### src/rtl/recv_pkt.sv
// recv_pkt: per-node receive checker placed after the ring router's PE port.
// It collects one packet from each expected source, validates each packet's
// destination, format and source, and reports completion, a verdict and sticky
// error flags for the current phase.
module recv_pkt #(
  parameter logic [1:0] NODE_ID = 2'd0,
  parameter int         TIMEOUT = 1024
) (
  input  logic        clk,
  input  logic        reset,       // asynchronous, active-low
  input  logic        start,
  input  logic [3:0]  exp_mask,
  input  logic        peso,
  input  logic [63:0] pedo,
  output logic        pero,
  output logic        done,
  output logic        pass,
  output logic [3:0]  rcv_mask,
  output logic [3:0]  err_flags,
  output logic [7:0]  pkt_cnt,
  output logic [63:0] last_pkt,
  output logic        last_valid
);

  typedef enum logic [1:0] {
    ST_IDLE    = 2'd0,
    ST_COLLECT = 2'd1,
    ST_DONE    = 2'd2
  } state_t;

  // Timer value on the last COLLECT cycle a phase is allowed.
  localparam logic [15:0] TIMER_LAST = 16'(TIMEOUT - 1);

  state_t      r_state, w_state_next;
  logic        r_pero;
  logic        r_done, w_done_next;
  logic        r_pass, w_pass_next;
  logic [3:0]  r_exp_mask, w_exp_mask_next;
  logic [3:0]  r_rcv_mask, w_rcv_mask_next;
  logic [3:0]  r_err, w_err_next;
  logic [7:0]  r_pkt_cnt, w_pkt_cnt_next;
  logic [63:0] r_last_pkt, w_last_pkt_next;
  logic        r_last_valid, w_last_valid_next;
  logic [15:0] r_timer, w_timer_next;

  logic        w_accept;
  logic        w_fmt_err;
  logic [1:0]  w_src;
  logic [3:0]  w_rcv_upd;
  logic [3:0]  w_err_upd;

  // A packet is taken only while collecting and the ready register is high.
  assign w_accept  = (r_state == ST_COLLECT) && peso && r_pero;
  assign w_src     = pedo[33:32];
  assign w_fmt_err = (|pedo[61:50]) || (|pedo[31:2]) || (pedo[47:32] > 16'd3);

  // Effect of the presented packet on the receive mask and the error flags.
  always_comb begin
    w_rcv_upd = r_rcv_mask;
    w_err_upd = r_err;
    if (pedo[1:0] != NODE_ID) begin
      w_err_upd[0] = 1'b1;
    end
    if (w_fmt_err) begin
      // Malformed packets never credit a source.
      w_err_upd[1] = 1'b1;
    end else if (r_rcv_mask[w_src] || !r_exp_mask[w_src]) begin
      w_err_upd[2] = 1'b1;
    end else begin
      w_rcv_upd[w_src] = 1'b1;
    end
  end

  // Next-state and next-value logic for the phase controller and datapath.
  always_comb begin
    w_state_next      = r_state;
    w_done_next       = r_done;
    w_pass_next       = r_pass;
    w_exp_mask_next   = r_exp_mask;
    w_rcv_mask_next   = r_rcv_mask;
    w_err_next        = r_err;
    w_pkt_cnt_next    = r_pkt_cnt;
    w_last_pkt_next   = r_last_pkt;
    w_last_valid_next = 1'b0;
    w_timer_next      = r_timer;

    case (r_state)
      ST_IDLE, ST_DONE: begin
        // DONE restarts directly on start, exactly like IDLE does.
        if (start) begin
          w_exp_mask_next = exp_mask;
          w_rcv_mask_next = 4'd0;
          w_err_next      = 4'd0;
          w_pkt_cnt_next  = 8'd0;
          w_timer_next    = 16'd0;
          if (exp_mask == 4'd0) begin
            // Nothing to wait for: the phase is trivially complete.
            w_state_next = ST_DONE;
            w_done_next  = 1'b1;
            w_pass_next  = 1'b1;
          end else begin
            w_state_next = ST_COLLECT;
            w_done_next  = 1'b0;
            w_pass_next  = 1'b0;
          end
        end
      end

      ST_COLLECT: begin
        logic [3:0] v_rcv;
        logic [3:0] v_err;
        v_rcv = r_rcv_mask;
        v_err = r_err;
        if (w_accept) begin
          v_rcv             = w_rcv_upd;
          v_err             = w_err_upd;
          w_last_pkt_next   = pedo;
          w_last_valid_next = 1'b1;
          if (r_pkt_cnt != 8'hFF) begin
            w_pkt_cnt_next = r_pkt_cnt + 8'd1;
          end
        end
        w_rcv_mask_next = v_rcv;
        // Completion takes priority over a timeout on the same edge.
        if (v_rcv == r_exp_mask) begin
          w_state_next = ST_DONE;
          w_done_next  = 1'b1;
          w_pass_next  = (v_err == 4'd0);
          w_err_next   = v_err;
        end else if (r_timer == TIMER_LAST) begin
          w_state_next = ST_DONE;
          w_done_next  = 1'b1;
          w_pass_next  = 1'b0;
          w_err_next   = v_err | 4'b1000;
        end else begin
          w_err_next   = v_err;
          w_timer_next = r_timer + 16'd1;
        end
      end

      default: begin
        w_state_next = ST_IDLE;
      end
    endcase
  end

  // Phase state register.
  always_ff @(posedge clk or negedge reset) begin
    if (!reset) begin
      r_state <= ST_IDLE;
    end else begin
      r_state <= w_state_next;
    end
  end

  // Datapath and status registers; ready tracks the COLLECT state.
  always_ff @(posedge clk or negedge reset) begin
    if (!reset) begin
      r_pero       <= 1'b0;
      r_done       <= 1'b0;
      r_pass       <= 1'b0;
      r_exp_mask   <= 4'd0;
      r_rcv_mask   <= 4'd0;
      r_err        <= 4'd0;
      r_pkt_cnt    <= 8'd0;
      r_last_pkt   <= 64'd0;
      r_last_valid <= 1'b0;
      r_timer      <= 16'd0;
    end else begin
      r_pero       <= (w_state_next == ST_COLLECT);
      r_done       <= w_done_next;
      r_pass       <= w_pass_next;
      r_exp_mask   <= w_exp_mask_next;
      r_rcv_mask   <= w_rcv_mask_next;
      r_err        <= w_err_next;
      r_pkt_cnt    <= w_pkt_cnt_next;
      r_last_pkt   <= w_last_pkt_next;
      r_last_valid <= w_last_valid_next;
      r_timer      <= w_timer_next;
    end
  end

  assign pero       = r_pero;
  assign done       = r_done;
  assign pass       = r_pass;
  assign rcv_mask   = r_rcv_mask;
  assign err_flags  = r_err;
  assign pkt_cnt    = r_pkt_cnt;
  assign last_pkt   = r_last_pkt;
  assign last_valid = r_last_valid;

endmodule

### config.mk
export PLATFORM = sky130hd
export DESIGN_NAME = recv_pkt
export DESIGN_NICKNAME = d
export VERILOG_FILES = /design/src/rtl/recv_pkt.sv
export SDC_FILE = /design/constraint.sdc
export NUM_CORES = 1
export LEC_CHECK = 0
export CAP_MARGIN = 25
export CORE_ASPECT_RATIO = 1.75
export CORE_MARGIN = 1.5
export CORE_UTILIZATION = 30
export DETAILED_ROUTE_END_ITERATION = 7
export GPL_TIMING_DRIVEN = 0
export PLACE_DENSITY = 0.58
export SYNTH_ARGS = -nofsm -noshare
export SYNTH_HDL_FRONTEND = slang
export SYNTH_SLANG_ARGS = --single-unit
### constraint.sdc
create_clock -name clk -period 2.3 [get_ports clk]
set_input_delay 0.23 -clock clk [delete_from_list [all_inputs] [get_ports clk]]
set_output_delay 0.23 -clock clk [all_outputs]
set_load 0.1 [all_outputs]
# Word level (Yosys, flattened, before mapping)
# Index checks and enable logic that the tools add are counted.
# op_classes
add_sub_neg,2
magnitude_cmp,3
n_eq_ne,12
mux,44
bitwise,1
n_reduce_logical,21
# ops
operator,n
$mux 16,3
$mux 4,8
$pmux 16 s2,1
$reduce_or 30->1,1
$mux 8,3
$add 16x1->16 const B,1
$eq 16x10->1 const B,1
$gt 16x2->1 const B,1
$pmux 4 s2,2
$pmux 8 s2,1
$mux 1,15
$reduce_or 12->1,1
$add 8x1->8 const B,1
$logic_not 4->1,2
$mux 2,4
$ne 2x2->1 const B,4
$ne 8x8->1 const B,1
$reduce_and 4->1,2
$reduce_and 2->1,3
$bmux 1 s2,2
$eq 2x1->1 const B,2
$eq 4x4->1,1
$or 4x4->4,1
$pmux 1 s2,2
other kinds (15),20
# word_totals
ff_bits,106
output_inout_bits,84

# Logic depth before layout (Yosys ltp)
# logic_depth
word_depth,13
mapped_depth,8
ltp_nobuf,7

# Least setup slack after synthesis
# Ideal clock, no wire load.
# synth_timing
path_kind,register to register
from,register r_rcv_mask[0] (netlist: rcv_mask[0])
to,register r_pass (netlist: pass)
setup_time_ns,0.128
arrival_time_ns,2.411
required_ns,2.172
slack_ns,-0.239
path_stages_with_launch,7
period_less_slack_ns,2.539
path_cell_list,dfrtp_1 or3b_4 a211oi_2 o221a_4 o221ai_2 a31oi_2 mux2_1
# synth_between
elab_chain_len,10
# synth_rtl
element,line,text
from (decl),39,"logic [3:0] r_rcv_mask, w_rcv_mask_next;"
from (signal assigned),174,r_rcv_mask <= w_rcv_mask_next;
$bmux 1 s2,67,end else if (r_rcv_mask[w_src] || !r_exp_mask[w_src]) begin
$mux 1 (not written as such),67,
$logic_or 1x1->1,67,
$mux 4 / $mux 1 (equally long branches),67,
$mux 4 / $mux 1 (equally long branches),64,if (w_fmt_err) begin
$mux 4 / $mux 3 (equally long branches),114,if (w_accept) begin
$mux 4,87,case (r_state)
$eq 4x4->1 / $logic_not 4->1 (equally long branches),"125, 128",
$ne 3x1->1 (no source line) / $mux 1 (equally long branches),-,
$reduce_and 3->1 (no source line) / $pmux 1 s2 (equally long branches),-,
to (signal assigned),172,r_pass <= w_pass_next;
to (decl),37,"logic r_pass, w_pass_next;"
# Parallel ways exist; a longest one is shown, timed or not. The select of a mux whose other input is x is not followed.
# A chain may end at the register's enable or synchronous reset.

# Worst setup path after layout
# layout_timing
from,register r_rcv_mask[3] (netlist: rcv_mask[3])
to,register r_timer[7]
# layout_between
elab_chain_len,10
# layout_rtl
element,line,text
$bmux 1 s2,67,
$mux 1 (not written as such),67,
$logic_or 1x1->1,67,
$mux 4,67,
$mux 4,64,
$mux 4 *,114,
$mux 4 *,87,
$eq 4x4->1 *,125,if (v_rcv == r_exp_mask) begin
$ne 2x2->1 (no source line) *,-,
$reduce_and 4->1 (no source line) *,-,
to (signal assigned),179,r_timer <= w_timer_next;
to (decl),44,"logic [15:0] r_timer, w_timer_next;"
# Mark *: on every way between the ends. The rest lies on a longest branch, timed or not. The select of a mux whose other input is x is not followed.

==> results.yml <==
outcome:
  status: "finished, final reports clean"
synth:
  netlist_instances: 536
  yosysWarningCount: 0
  ys_ff_latch: 106
  synthTopCellsByCount: "nand2_1 (227), dfrtp_1 (106), nor2_1 (20)"
  netlist-cell-type-count: 44
  synth_top_area_cell: "dfrtp_1"
  synth_edf_count: 0
  yosysSeqAreaShare_pct: 55.4
  synth_top_area_share_pct: 55.4
  synthFlopType: "dfrtp_1"
  synth_mux_area_share_pct: 1.49
  async_flop_share_pct: 100
  synth_nets: 610
  synth_area_sq_um: 4790
  synth_top_family_by_area: "simple AND/OR/NAND/NOR gates"
  synthSimpleGateAreaFrac_pct: 30.7
  synth.area.top_cells: "dfrtp_1 (55%), nand2_1 (18%), nor4_1 (2.5%)"
  synthXorXnorAreaFrac_pct: 0.549
  yosysMostFrequentCell: "nand2_1"
  synth.avg_cell_area_sq_um: 8.93
  synth_compound_area_share_pct: 8.24
  synth_adder_area_share_pct: 0.523
clocking:
  numClockSinks: 106
  cts.htree.levels: 3
  cts_buffer_depth: 2
  cts_tree: "yes"
  clk_latency_ns: 0.35
  cts_buffers: 9
  clockRootBuffer: "clkbuf_16"
  clkSlewWorstSetupHoldPaths_ns: 0.07
final_layout:
  layout-drive-gt1-share_pct: 7.97
  fin_util_pct: 46.0
  nets: 784
  seqCellArea_sq_um: 2660
  multi_input_area_sq_um: 2100
  area_delta_synth_final_pct: 48.5
  n_fill_cell: 1488
  n_antenna_cell: 0
  design_area_sq_um: 7110
global_routing:
  grt_pass1_wl_um: 24700
  grt_pass1_vias: 4779
  grt_usage_pct: 18.7
  grt.overflow.total: 0
  grt_antenna_before_repair: 0
  grt_max_degree: 59
run:
  maxCapViolations: 0
sta:
  finalHoldViolCount: 0
  fin_crit_ns: 2.19
  grt_setup_unrepaired: "false"
  worst_slew_pin_slew_ns: 1.02
  final-max-slew-violation-count: 0
  fin_crit_sh_pct: 95.3
  relSlewSlack_pct: 32.0
  max_clock_freq_mhz: 456
  finClkSkew_ns: 0.00775
  finalSetupViolCount: 0
worst_hold_path:
  whs_endpoint: "rcv_mask[0]$_DFFE_PN0P_"
  hold_path_class: "in -> reg"
  min-delay-start: "pedo[32]"
  holdPathStages: 2
detailed_routing:
  vias: 4491
  first_iter_violations: 192
  drc: 0
  totalWireLength_um: 15500
  drtPass1Iterations: 5
  wire_per_inst_um: 17.2
  vias_per_cell: 4.98
  drtAntennaViolNets: 0
floorplanning:
  pin_count: 156
  dieArea_sq_um: 16700
  initial_utilization_pct: 30.9
  die_w_um: 98.5
  die_y_um: 170
  fp.coreArea_sq_um: 15500
  rows: 60
critical_path:
  timing.rr.start: "rcv_mask[3]$_DFFE_PN0P_"
  cp-start-kind: "flop"
  r2r_cells: 7
  cp-end-kind: "flop"
  criticalPathCategory: "reg -> reg"
  worst_r2r_endpoint: "r_timer[7]$_DFFE_PN0P_"
  arrival_ns: 2.45
  cp_slowest_stage_delay_ns: 0.50
  cp_slowest_cell: "or4_1"
  cp_data_required_time_ns: 2.56
  path_buf_inv: 1
  path_cells: "nor2b_2 > a21oi_1 > and2_1 > o221a_4 > buf_4 > or4_1 > a21oi_1"
  cp_top_family: "simple AND/OR/NAND/NOR gates"
  critPathMostFrequentCell: "a21oi_1"
  worstPathMaxFanout: 6
  r2r_setup_slack_ns: 0.11
place:
  hpwl_um: 11600
  placed_cell_area_sq_um: 6610
  port_buffers: 154
  gp_congestion: 0.863
## metrics by stage
| step | std cells | TNS [ns] | setup WS (ns) | hold WS (ns) |
|---|---|---|---|---|
| finish | 901 | 0 | 0.109 | 0.110 |
| global route | 901 | 0 | 0.0121 | 0.128 |
| CTS | 897 | 0 | 0.0141 | 0.0991 |
| detailed placement | 877 | -22.65 | -1.04 | 0.314 |
| global placement | 876 | -357.11 | -3.89 | 0.445 |
| floorplan | 536 | 0 | 0.00138 | -0.0656 |
## cell usage in the layout, fill, tap and decap left out, drive strengths merged, types with 3 or more instances in the layout
| cell type | count |
|---|---|
| nor2b | 8 |
| a21oi | 14 |
| a32o | 3 |
| nand4 | 6 |
| a31o | 4 |
| inv | 10 |
| nor3 | 8 |
| xnor2 | 3 |
| nand2b | 4 |
| nand3 | 12 |
| o31ai | 8 |
| clkbuf | 27 |
| a31oi | 5 |
| dlymetal6s2s | 8 |
| or3 | 7 |
| or4 | 5 |
| o21ai | 11 |
| nor2 | 20 |
| mux2i | 6 |
| clkdlybuf4s50 | 141 |
| nand2 | 227 |
| dlygate4sd2 | 4 |
| nor4 | 20 |
| dfrtp | 106 |
| and3 | 5 |
| buf | 19 |
## how the worst max path moves through the flow
| stage | startpoint | end | cells past startpoint |
|---|---|---|---|
| 4_1_cts | pedo[53] | pass$_DFFE_PN0P_ | 8 |
| 2_1_floorplan | rcv_mask[0]$_DFFE_PN0P_ | pass$_DFFE_PN0P_ | 6 |
| 6_report | rcv_mask[3]$_DFFE_PN0P_ | r_timer[7]$_DFFE_PN0P_ | 7 |
| 3_3_place_gp | reset | rcv_mask[0]$_DFFE_PN0P_ | 1 |
| 5_1_grt | pedo[51] | pass$_DFFE_PN0P_ | 8 |
| 3_5_place_dp | pedo[28] | pass$_DFFE_PN0P_ | 7 |
## logic make-up (layout without fill, tap and decap cells)
family	after synthesis	count (layout)
AND/OR/NAND/NOR	329	329
multiplexers	7	7
flip-flops	106	106
AO/OA/AOI/OAI	54	54
buffers and inverters	35	214
adder cells (fa/ha/maj)	2	2
XOR/XNOR	3	3
## timing repair
item | in CTS | in global routing
buffers inserted | 3 | 6
resized for setup | 9 | 22
endpoints found under the setup margin | 29 | 14
pin swaps | 6 | 11
hold endpoints to repair | 48 | 0
hold buffers | 1 | 0
## area by class of cell
type / count / area share [%]
Multi-Input combinational cell: 395 / 29.6
Timing Repair Buffer: 165 / 23.4
Tap cell: 186 / 3.27
Clock buffer: 11 / 3.41
Inverter: 9 / 0.475
Clock inverter: 5 / 0.880
Buffer: 24 / 1.55
Sequential cell: 106 / 37.4
## flip-flops by register name (all words and copies together) (netlist names), 2 cells and up
| register | cells |
|---|---|
| rcv_mask | 4 |
| last_pkt | 64 |
| r_state | 2 |
| pkt_cnt | 8 |
| r_timer | 16 |
| r_exp_mask | 4 |
| err_flags | 4 |
## routing by layer
layer  track usage, %  routed length [um]  part of all wire (%)  vias up
li1                 -                   -                     -     2151
met1             20.0                5750                    37     2157
met2             34.5                8270                    53      161
met3             4.60                1050                   6.8       22
met4             7.78                 385                   2.5        0
met5                0                   0                     0        -
## worst register-to-register path, delay by kind of cell, from the launching register on
kind,cells,cell delay [ns]
AND/OR/NAND/NOR,3,0.92
AO/OA/AOI/OAI,3,0.59
buffers and inverters,1,0.16
flip-flops,1,0.44
Power is not shown: default switching activity piles up to over one toggle a cycle in this logic, so the estimate is an artifact.
==> edit (same flow settings) <==
Add an input register stage for `start`, `exp_mask`, `peso` and `pedo`, without a reset; this delays them by one clock.
--- a/src/rtl/recv_pkt.sv
+++ b/src/rtl/recv_pkt.sv
@@ -31,6 +31,18 @@
   // Timer value on the last COLLECT cycle a phase is allowed.
   localparam logic [15:0] TIMER_LAST = 16'(TIMEOUT - 1);
 
+  logic start_q;
+  logic [3:0] exp_mask_q;
+  logic peso_q;
+  logic [63:0] pedo_q;
+
+  always_ff @(posedge clk) begin
+    start_q    <= start;
+    exp_mask_q <= exp_mask;
+    peso_q     <= peso;
+    pedo_q     <= pedo;
+  end
+
   state_t      r_state, w_state_next;
   logic        r_pero;
   logic        r_done, w_done_next;
@@ -50,15 +62,15 @@
   logic [3:0]  w_err_upd;
 
   // A packet is taken only while collecting and the ready register is high.
-  assign w_accept  = (r_state == ST_COLLECT) && peso && r_pero;
-  assign w_src     = pedo[33:32];
-  assign w_fmt_err = (|pedo[61:50]) || (|pedo[31:2]) || (pedo[47:32] > 16'd3);
+  assign w_accept  = (r_state == ST_COLLECT) && peso_q && r_pero;
+  assign w_src     = pedo_q[33:32];
+  assign w_fmt_err = (|pedo_q[61:50]) || (|pedo_q[31:2]) || (pedo_q[47:32] > 16'd3);
 
   // Effect of the presented packet on the receive mask and the error flags.
   always_comb begin
     w_rcv_upd = r_rcv_mask;
     w_err_upd = r_err;
-    if (pedo[1:0] != NODE_ID) begin
+    if (pedo_q[1:0] != NODE_ID) begin
       w_err_upd[0] = 1'b1;
     end
     if (w_fmt_err) begin
@@ -87,13 +99,13 @@
     case (r_state)
       ST_IDLE, ST_DONE: begin
         // DONE restarts directly on start, exactly like IDLE does.
-        if (start) begin
-          w_exp_mask_next = exp_mask;
+        if (start_q) begin
+          w_exp_mask_next = exp_mask_q;
           w_rcv_mask_next = 4'd0;
           w_err_next      = 4'd0;
           w_pkt_cnt_next  = 8'd0;
           w_timer_next    = 16'd0;
-          if (exp_mask == 4'd0) begin
+          if (exp_mask_q == 4'd0) begin
             // Nothing to wait for: the phase is trivially complete.
             w_state_next = ST_DONE;
             w_done_next  = 1'b1;
@@ -114,7 +126,7 @@
         if (w_accept) begin
           v_rcv             = w_rcv_upd;
           v_err             = w_err_upd;
-          w_last_pkt_next   = pedo;
+          w_last_pkt_next   = pedo_q;
           w_last_valid_next = 1'b1;
           if (r_pkt_cnt != 8'hFF) begin
             w_pkt_cnt_next = r_pkt_cnt + 8'd1;
Formal check against the unedited RTL: not equivalent (Yosys sat finds a counterexample within 4 cycles, from zero or initial values and one cycle with reset low).
==> edit against the unedited design <==
  * Setup slack got worse by 0.057 ns
  * Sequential cell count up 70
  * Critical endpoint is now rcv_mask[0]
  * Largest cell class unchanged
  * Critical path depth fell by 6
  * Area after synthesis grew 27%
  * Final area grew 24%
  * Core utilization is 1.4 points lower
  * Routed wire length up 9.3%
  * Sequential share of layout area up 8.7 points
  * Via count rose by 5.6%
  * Worst hold slack gained 0.13 ns
  * Count of clock-buffer cells in the layout grew 11
Power is left out: the tool's default activity adds up to more than one toggle a clock period on the data nets, which glitch-free logic cannot reach.
==> edit: results (changes against the unedited design) <==
Yosys
  • Synth unique cells: 43 (was 44)
  • Synth top cells by count: 221 x nand2_1, 106 x dfrtp_1, 70 x dfxtp_1 (was 227 x nand2_1, 106 x dfrtp_1, 20 x nor2_1)
  • Post-Syn Nets: 667 (was 610)
  • Async SR Flop Fraction: 60.23% (was 100.0%)
  • Top cells by area, synth: dfrtp_1 44%, dfxtp_1 23%, nand2_1 14% (was dfrtp_1 55%, nand2_1 18%, nor4_1 2.5%)
  • Avg Inst Size Synth: 10.26 sq um (was 8.929 sq um)
  • Register area share after synthesis: 66.63% (was 55.42%)

Placed design
  • Placed instance count: 994 (was 877)
  • DP HPWL: 12.51 mm (was 11.63 mm)
  • DP Area: 0.008005 sq mm (was 0.006605 sq mm)

Final layout
  • Fill cells: 1906 (was 1488)
  • Layout cells sized above 1: 9.898% (was 7.972%)
  • Final nets: 849 (was 784)

Setup path
  • Cell family with most CP delay: buffers and inverters (was simple AND/OR/NAND/NOR gates)
  • Worst path arrival time: 2.02 ns (was 2.45 ns)
  • CP Max Fanout: 4 (was 6)
  • Reg2Reg Launch Point: r_exp_mask[1] (was rcv_mask[3])
  • CP peak stage delay: 1.14 ns (was 0.50 ns)
  • Crit. Startpoint: rcv_mask[0] (was rcv_mask[3])
  • Crit-path slowest cell: clkdlybuf4s50_1 (was or4_1)

Route
  • Total number of vias: 4743 (was 4491)
  • DRT iter0 DRCs: 174 (was 192)
  • 1st-pass router iterations: 4 (was 5)
  • Vias/cell: 4.591 (was 4.984)
  • Post-Route WL: 16.90 mm (was 15.46 mm)

Timing
  • Relative slew slack: 29.91% (was 32.03%)
  • Final Skew: 0.01459 ns (was 0.007749 ns)

Clocking
  • H-tree depth: 4 (was 3)
  • Clk Latency, worst-skew pair: 0.44 ns (was 0.35 ns)

Global routing
  • GRT Util Overall: 16.48% (was 18.68%)
  • Vias in the first global route: 4885 (was 4779)
  • Largest net degree at the start of global routing: 67 (was 59)

Worst hold path
  • Worst Hold Launch: pedo[13] (was pedo[32])

Run status
  • Status: completed (unchanged)
## edit: per-layer routing
layer	up-vias	track usage [%]	share of wire, %
met1	2273	16.63	36
li1	2334	-	-
met3	19	4.185	4.4
met4	0	6.114	2.1
met2	117	32.15	57
met5	-	0	0
## edit: path summary, 6_finish.rpt
kind	cells after the start	endpoint	slack, ns
min	1	pedo_q[13]	0.24
max reg2reg	6	r_timer[13]	0.08
max in group asynchronous	3	rcv_mask[3]	1.29
max	1	rcv_mask[0]	0.05
min in group asynchronous	2	last_valid	0.30
min reg2reg	2	last_pkt[49]	0.41
## edit: layout make-up
| type | count | area share, % |
|---|---|---|
| well taps | 245 | 3.469 |
| repair buffers | 163 | 18.55 |
| flip-flops and latches | 176 | 46.11 |
| plain buffers | 22 | 0.9771 |
| inverters | 7 | 0.2974 |
| clock inverters | 10 | 1.813 |
| clock buffers | 22 | 5.253 |
| multi-input cells | 388 | 23.53 |
## edit: what timing repair did
item,4_1_cts,5_1_grt
gates cloned,0,0
pin swaps,4,5
endpoints found under the setup margin,96,23
hold buffers,1,0
hold endpoints to repair,40,0
buffers inserted,3,3
gates resized for setup,19,15
## edit: logic make-up after synthesis
| kind of cell | after synthesis | share of synthesized area, % |
|---|---|---|
| buf+inv | 29 | 1.810 |
| simple gates | 323 | 23.59 |
| fa+ha+maj | 2 | 0.4112 |
| xor+xnor | 4 | 0.5759 |
| mux | 10 | 1.851 |
| compound gates | 49 | 5.141 |
| flops | 176 | 66.63 |
## edit: per-stage QoR
step           TNS [ns]  utilization [%]  hold WS (ns)
6_report              0            44.57        0.2356
5_1_grt               0            44.57        0.2147
4_1_cts        -0.01386            44.12        0.2158
3_5_place_dp     -42.66            40.38        0.1758
3_3_place_gp    -396.82            40.24        0.4039
2_1_floorplan   -0.1201                -      -0.06559
